File: src/rtl/uart_tx_serializer.sv
// UART transmit serializer: start bit, 8 data bits LSB-first, optional parity, 1 or 2 stop bits.
// Optional parity bit is compiled in with `define UART_TX_PARITY_EN (adds input parity_odd).
module uart_tx_serializer #(
    parameter int DIV_WIDTH = 16
) (
    input  logic                 clock,
    input  logic                 reset,
    input  logic                 tx_en,
    input  logic                 nstop,
    input  logic [DIV_WIDTH-1:0] div,
    input  logic [7:0]           data_in,
    input  logic                 data_valid,
`ifdef UART_TX_PARITY_EN
    input  logic                 parity_odd,
`endif
    output logic                 data_ready,
    output logic                 txd,
    output logic                 busy
);

`ifdef UART_TX_PARITY_EN
    typedef enum logic [2:0] {
        IDLE   = 3'd0,
        START  = 3'd1,
        DATA   = 3'd2,
        PARITY = 3'd3,
        STOP1  = 3'd4,
        STOP2  = 3'd5
    } state_t;
`else
    typedef enum logic [2:0] {
        IDLE   = 3'd0,
        START  = 3'd1,
        DATA   = 3'd2,
        STOP1  = 3'd4,
        STOP2  = 3'd5
    } state_t;
`endif

    localparam logic [DIV_WIDTH-1:0] BAUD_ONE = {{(DIV_WIDTH-1){1'b0}}, 1'b1};

    state_t               state_q;
    logic                 txd_q;
    logic [DIV_WIDTH-1:0] baud_q;
    logic [2:0]           bit_q;
    logic [7:0]           data_q;
    logic [DIV_WIDTH-1:0] div_q;
    logic                 nstop_q;
`ifdef UART_TX_PARITY_EN
    logic                 par_odd_q;
`endif

    logic       bit_end;
    logic [2:0] next_bit;
    logic       accept;

    // Handshake: a byte transfers on a rising edge where data_valid & data_ready;
    // data_ready is high only in Idle with tx_en set and reset low, and the byte,
    // divisor and stop-bit count are captured on that same edge.
    assign data_ready = (state_q == IDLE) & tx_en & ~reset;
    assign accept     = data_valid & data_ready;
    assign bit_end    = (baud_q == div_q);
    assign next_bit   = bit_q + 3'd1;
    assign txd        = txd_q;
    assign busy       = (state_q != IDLE);

    always_ff @(posedge clock) begin
        if (reset) begin
            state_q   <= IDLE;
            txd_q     <= 1'b1;
            baud_q    <= '0;
            bit_q     <= 3'd0;
            data_q    <= 8'd0;
            div_q     <= '0;
            nstop_q   <= 1'b0;
`ifdef UART_TX_PARITY_EN
            par_odd_q <= 1'b0;
`endif
        end else begin
            case (state_q)
                IDLE: begin
                    txd_q  <= 1'b1;
                    baud_q <= '0;
                    bit_q  <= 3'd0;
                    if (accept) begin
                        data_q    <= data_in;
                        div_q     <= div;
                        nstop_q   <= nstop;
`ifdef UART_TX_PARITY_EN
                        par_odd_q <= parity_odd;
`endif
                        state_q   <= START;
                        txd_q     <= 1'b0;
                    end
                end
                START: begin
                    if (bit_end) begin
                        baud_q  <= '0;
                        state_q <= DATA;
                        txd_q   <= data_q[0];
                    end else begin
                        baud_q <= baud_q + BAUD_ONE;
                    end
                end
                DATA: begin
                    if (bit_end) begin
                        baud_q <= '0;
                        if (bit_q == 3'd7) begin
                            bit_q <= 3'd0;
`ifdef UART_TX_PARITY_EN
                            state_q <= PARITY;
                            txd_q   <= (^data_q) ^ par_odd_q;
`else
                            state_q <= STOP1;
                            txd_q   <= 1'b1;
`endif
                        end else begin
                            bit_q <= next_bit;
                            txd_q <= data_q[next_bit];
                        end
                    end else begin
                        baud_q <= baud_q + BAUD_ONE;
                    end
                end
`ifdef UART_TX_PARITY_EN
                PARITY: begin
                    if (bit_end) begin
                        baud_q  <= '0;
                        state_q <= STOP1;
                        txd_q   <= 1'b1;
                    end else begin
                        baud_q <= baud_q + BAUD_ONE;
                    end
                end
`endif
                STOP1: begin
                    txd_q <= 1'b1;
                    if (bit_end) begin
                        baud_q  <= '0;
                        state_q <= nstop_q ? STOP2 : IDLE;
                    end else begin
                        baud_q <= baud_q + BAUD_ONE;
                    end
                end
                STOP2: begin
                    txd_q <= 1'b1;
                    if (bit_end) begin
                        baud_q  <= '0;
                        state_q <= IDLE;
                    end else begin
                        baud_q <= baud_q + BAUD_ONE;
                    end
                end
                default: begin
                    state_q <= IDLE;
                    txd_q   <= 1'b1;
                    baud_q  <= '0;
                    bit_q   <= 3'd0;
                end
            endcase
        end
    end

endmodule
File: config.mk
export PLATFORM = sky130hd
export DESIGN_NAME = uart_tx_serializer
export DESIGN_NICKNAME = d
export VERILOG_FILES = /design/src/rtl/uart_tx_serializer.sv
export SDC_FILE = /design/constraint.sdc
export NUM_CORES = 1
export LEC_CHECK = 0
export ABC_CLOCK_PERIOD_IN_PS = 2600
export BUFFER_PORTS_ARGS = -buffer_cell sky130_fd_sc_hd__clkbuf_2
export CAP_MARGIN = 15
export CORE_MARGIN = 3
export CORE_UTILIZATION = 56
export CTS_CLUSTER_SIZE = 20
export DETAILED_ROUTE_END_ITERATION = 10
export GPL_TIMING_DRIVEN = 0
export PLACE_DENSITY_LB_ADDON = 0.25
export SKIP_LAST_GASP = 1
export SLEW_MARGIN = 20
export SYNTH_ARGS = -nofsm -noshare
export SYNTH_HDL_FRONTEND = slang
export SYNTH_SLANG_ARGS = --single-unit
File: constraint.sdc
create_clock -name clock -period 2.6 [get_ports clock]
set_input_delay 0.52 -clock clock [delete_from_list [all_inputs] [get_ports clock]]
set_output_delay 0.52 -clock clock [all_outputs]
set_load 0.01 [all_outputs]
==> results of run 1 <==
[worst min-delay path: cells and delay by family]
family	cells	cell delay (ns)
AND/OR/NAND/NOR	2	0.08
buffers and inverters	1	0.07
[power by group]
part | internal [mW] | switching [mW] | total, mW
Combinational | 0.0757 | 0.0802 | 0.156
Sequential | 0.761 | 0.0187 | 0.780
Clock | 0.182 | 0.238 | 0.420
Total | 1.02 | 0.337 | 1.36
[state kept, by name, indices dropped and copies added, names as in the netlist]
name	flops
nstop_q	1
div_q	16
state_q	3
txd	1
data_q	8
bit_q	3
baud_q	16
[logic make-up after synthesis]
kind of cell / synth area share (%)
fa+ha+maj: 1.66
flops: 42.4
buf+inv: 4.09
simple gates: 32.2
mux: 3.37
compound gates: 4.25
xor+xnor: 12.0
[Yosys cell counts (all sizes together), types with 2 or more instances]
cell type  count
mux2i          2
nor2          25
and2           3
xnor2         25
and3           2
nor4           2
nor3           5
a211o          3
nor2b          3
ha             3
clkbuf         5
dfxtp         48
mux4           2
nand4          7
buf            8
nand3          9
inv            5
a21boi         2
nand2         61
xor2           6
a31o           2
a31oi          2
nand3b        22
[layout make-up]
cell class	instances	area, um2
clock inverter	2	12.5
clock buffer	5	68.8
buffer	13	73.8
fill	316	1210
timing repair buffer	31	155
tap	48	60.1
sequential	48	961
multi-input combinational	197	1210
inverter	5	18.8
[worst max-delay path by stage]
stage | start | endpoint | slack (ns) | depth (start not counted)
global placement | bit_q[0] | txd | 0.59 | 6
finish | bit_q[0] | txd | 0.59 | 6
detailed placement | bit_q[0] | txd | 0.59 | 6
global route | bit_q[0] | txd | 0.46 | 6
CTS | bit_q[0] | txd | 0.59 | 6
floorplan | bit_q[0] | txd | 0.71 | 6
[metal layers]
layer | up-vias | routed length (um)
li1 | 952 | -
met5 | - | 0
met3 | 7 | 224
met4 | 0 | 75
met2 | 36 | 1970
met1 | 832 | 2210
==> flow_summary.toml, run 1 <==
[outcome]
status = "finished, final reports clean"

[critical_path]
slowest_stage = "mux4_2"
end_kind = "flop"
critPathMaxFanout = 6
r2r-start = "bit_q[0]"
crit_chain = "ha_1 -> mux4_2 -> nor2b_1 -> a211o_1 -> a31oi_1 -> mux2i_1"
arrival_ns = 2.20
crit_buf_inv = 0
crit_path_max_incr_delay_ns = 0.50
rr_worst_depth = 6
crit_required_ns = 2.78
crit_family = "multiplexers"
r2r_setup_slack_ns = 0.59
cp-start-kind = "flop"
crit_type = "reg2reg"
timing.rr.end = "txd"

[sta]
worst_hold_slack_ns = 0.398
fmax_mhz = 497
rsz0062_at_grt = "no"
fin_skew_ns = 0.00623
fin_tns_setup_ns = 0
worstMarginPinSlew_ns = 0.397
worst_slack_ns = 0.587
relSlewSlack_pct = 73.5
post-route-period-util_pct = 77.4
finalHoldViolations = 0
setup_viol = 0
finalMaxSlewViolations = 0
min_period_ns = 2.01

[grt]
grt_use_met2_pct = 29.6
antenna_found_initial = 0
grt_busiest_layer = "met2"
grt_max_degree = 15
met1_usage_pct = 29.1
grt_pass1_wl_um = 7960
grt_overflow = 0
grt_pass1_vias = 1786
grt_use_total_pct = 20.2
grtUsageMet3_pct = 4.64

[die]
initial_utilization_pct = 60.1
ios = 32
rows = 22
die-area_mm2 = 0.00484
core-area_mm2 = 0.00377
die_x_um = 69.6
fp.dieH_um = 69.6

[logic_synthesis]
synth.top_cells.by_area = "dfxtp_1, nand2_1, xnor2_1"
synth_seq_cells = 48
synth_area_mm2 = 0.00226
synth_seq_area_share_pct = 42.4
avgSynthCellArea_um2 = 8.61
ys.flop_type = "dfxtp_1"
synth-edff-count = 0
synth_nets = 295
yosys.cell_types.count = 39
synth_area_leader_cell = "dfxtp_1"
ys_warn_count = 0
synth_top_cell_area_share_pct = 42.4
synth_cells = 263
synthArstFlopShare_pct = 0

[place]
pre_cts_slack_ns = 0.593
dpl_cell_area_mm2 = 0.00248
hpwl_um = 3400
numPortBuffers = 31
routabilityCongestion = 0.778
dp_cells = 342

[power_and_ir_drop]
leakage_nw = 1.08
pwr_density_cell_mw_per_mm2 = 530
post-layout-total-power_mw = 1.36
ir_worst_vdd_mv = 0.426

[worst_hold_path]
min_path_cells = 3
hp-start = "div[10]"
hold_class = "in2reg"
min_to = "div_q[10]"

[clock_tree]
root_buffer = "clkbuf_8"
cts.repair.resized = 0
clock_sinks = 48
postCtsSetupBuffers = 0
cts.path.max_buffers = 2
cts_hold_buf = 0
cts_buffers = 5
clk_pin_slew_ns = 0.08
h-tree-depth = 2
cts_tree = "yes"
clkLatencyLatePin_ns = 0.30

[routing]
drt_pass1_iterations = 4
detail_route.wl_per_cell_um = 12.8
drt_iter0_drc = 72
via_count = 1827
viasPerCell = 5.23
drc_errors = 0
wl_um = 4480
ant_nets = 0

[finish]
fin_nets = 333
final_area_mm2 = 0.00256
final_cell_mix = "nand2_1, dfxtp_1, clkbuf_2"
layout-drive-gt1-share_pct = 18.3
area_delta_synth_final_pct = 13.1
final_common_cell = "nand2_1"
diodes = 0
final_core_util_pct = 67.9
layout.cells.non_filler = 349

[run]
max_cap_viol_count = 0
Power figures use the tool's default switching activity.
==> run 2: changes to the inputs <==
ABC_AREA = 1   (was default)
ABC_CLOCK_PERIOD_IN_PS = 2100   (was 2600)
CORE_UTILIZATION = 57   (was 56)
clock period = 2.1 ns   (was 2.6 ns; I/O delays follow)
==> run 2 against run 1 <==
Via count rose by 22%. Core utilization increased by 0.94 points. Largest power group is now combinational logic. Critical endpoint unchanged. Synthesized area increased by 9.3%.
==> flow_summary.toml, run 2 <==
[sta]
fin_skew_ns = 0.00905
min_period_ns = 1.73
post-route-period-util_pct = 82.5
finalHoldViolations = 0
rsz0062_at_grt = "no"
finalMaxSlewViolations = 0
worst_slack_ns = 0.367
relSlewSlack_pct = 61.7
fmax_mhz = 577
worstMarginPinSlew_ns = 0.571
fin_tns_setup_ns = 0
setup_viol = 0

[finish]
layout-drive-gt1-share_pct = 19.1
register_area_um2 = 961
final_cell_mix = "nand2_1, dfxtp_1, inv_1"
diodes = 0
multiInputGateArea_mm2 = 0.00125
top_regs = "baud_q x16, div_q x16, data_q x8"
final_core_util_pct = 68.9
area_delta_synth_final_pct = 13.7
final_common_cell = "nand2_1"
final_area_mm2 = 0.00281
fillCellCount = 358
layout.cells.non_filler = 442
fin_nets = 423

[routing]
viasPerCell = 5.04
ant_nets = 0
drc_errors = 0
wl_um = 4970
drt_iter0_drc = 114
detail_route.wl_per_cell_um = 11.2
drt_pass1_iterations = 4
via_count = 2227

[logic_synthesis]
synth_seq_area_share_pct = 38.8
synthArstFlopShare_pct = 0
avgSynthCellArea_um2 = 7.01
synth_nets = 385
synth-edff-count = 0
synth_cells = 353
ys_warn_count = 0
ys.flop_type = "dfxtp_1"
synth_top_cell_area_share_pct = 38.8
synth_area_mm2 = 0.00247
synth_area_leader_cell = "dfxtp_1"
synth.top_cells.by_area = "dfxtp_1, nand2_1, inv_1"
synth_commonest_cells = "nand2_1, dfxtp_1, inv_1"
synth_seq_cells = 48
synth_most_common_cell = "nand2_1"
yosys.cell_types.count = 30

[grt]
antenna_found_initial = 0
grt_max_degree = 16
grt_pass1_vias = 2118
grt_pass1_wl_um = 8690
grt_use_total_pct = 21.2
grt_overflow = 0

[die]
initial_utilization_pct = 60.6
ios = 32
die_x_um = 71.9
die-area_mm2 = 0.00517
rows = 23
fp.dieH_um = 71.9
core-area_mm2 = 0.00409

[critical_path]
crit_chain = "ha_1 -> ha_1 -> inv_1 -> a21oi_1 -> o21ai_0 -> nand3_1 -> nand3_1 -> nand2_1 -> nand2_1 -> nand2_1 -> nand3_1"
crit_path_max_incr_delay_ns = 0.34
arrival_ns = 1.90
crit_required_ns = 2.27
critPathMaxFanout = 4
cp-start-kind = "flop"
slowest_stage = "ha_1"
end_kind = "flop"
crit_type = "reg2reg"

[clock_tree]
clkLatencyLatePin_ns = 0.30
root_buffer = "clkbuf_8"
clock_sinks = 48
cts_hold_buf = 0
cts.repair.resized = 0
cts_tree = "yes"
cts.path.max_buffers = 2
clk_pin_slew_ns = 0.09
h-tree-depth = 2
postCtsSetupBuffers = 0
cts_buffers = 5

[place]
numPortBuffers = 31
routabilityCongestion = 0.872
dpl_cell_area_mm2 = 0.00269
dp_cells = 434
hpwl_um = 3720
pre_cts_slack_ns = 0.435

[power_and_ir_drop]
leakage_nw = 1.21
ir_worst_vdd_mv = 0.800
pwr_density_cell_mw_per_mm2 = 1130

[run]
max_cap_viol_count = 0

[worst_hold_path]
hold_class = "in2reg"

[outcome]
status = "finished, final reports clean"
run 2: cell count changes in the layout (fill, tap and decap cells not counted), moves of 4 or more:
| cell | change |
|---|---|
| a21oi_1 | +33 |
| nor2_2 | +14 |
| o21ai_0 | +26 |
| nand3b_1 | -21 |
| nor2_1 | -4 |
| nand3_1 | +11 |
| nand2_4 | +5 |
| xnor2_1 | -25 |
| nand2_1 | +33 |
| buf_2 | -4 |
| nand4_1 | -6 |
| inv_1 | +42 |
run 2: layout make-up:
| class | count | area share, % |
|---|---|---|
| Sequential cell | 48 | 34.1 |
| Inverter | 50 | 6.67 |
| Multi-Input combinational cell | 245 | 44.4 |
| Buffer | 10 | 2.76 |
| Clock inverter | 2 | 1.38 |
| Timing Repair Buffer | 31 | 5.51 |
| Tap cell | 50 | 2.22 |
| Clock buffer | 6 | 2.93 |
run 2: metrics by stage:
step / hold WS [ns] / power [mW]
floorplan: 0.424 / 2.24
detailed placement: 0.444 / 2.51
global placement: 0.438 / 2.48
CTS: 0.299 / 3.21
global route: 0.316 / 3.44
finish: 0.314 / 3.19
run 2: per-layer routing:
| metal | global-route usage, % | up-vias | wire [um] | share of wire [%] |
|---|---|---|---|---|
| met5 | 0 | - | 0 | 0 |
| met1 | 23.5 | 975 | 2160 | 43 |
| met2 | 38.3 | 52 | 2490 | 50 |
| li1 | - | 1192 | - | - |
| met4 | 8.77 | 0 | 85 | 1.7 |
| met3 | 5.26 | 8 | 237 | 4.8 |
run 2: worst max-delay path: cells and delay by family, from the launching register on:
kind	cells	cell delay, ns
flip-flops	1	0.32
AO/OA/AOI/OAI	2	0.28
AND/OR/NAND/NOR	6	0.41
adder cells (fa/ha/maj)	2	0.53
buffers and inverters	1	0.07
run 2: kinds of logic (layout without fill, tap and decap cells):
kind of cell | count (synthesis) | count (layout) | synth area share, %
compound gates | 66 | 66 | 14.1
xor+xnor | 8 | 8 | 2.83
fa+ha+maj | 3 | 3 | 1.52
buf+inv | 60 | 99 | 10.7
flops | 48 | 48 | 38.8
simple gates | 168 | 168 | 32.1
run 2: worst paths after layout:
check	slack (ns)	from	to	cells past startpoint
worst max-delay path	0.37	bit_q[0]	txd	11
worst min register to register	0.45	data_q[7]	data_q[7]	2
worst max register to register	0.37	bit_q[0]	txd	11
worst min-delay path	0.31	data_in[2]	data_q[2]	3
run 2: where the power goes:
part           internal (mW)  switching (mW)  total [mW]
sequential              1.04          0.0896        1.13
clock                  0.389           0.306       0.696
combinational          0.518           0.843        1.36
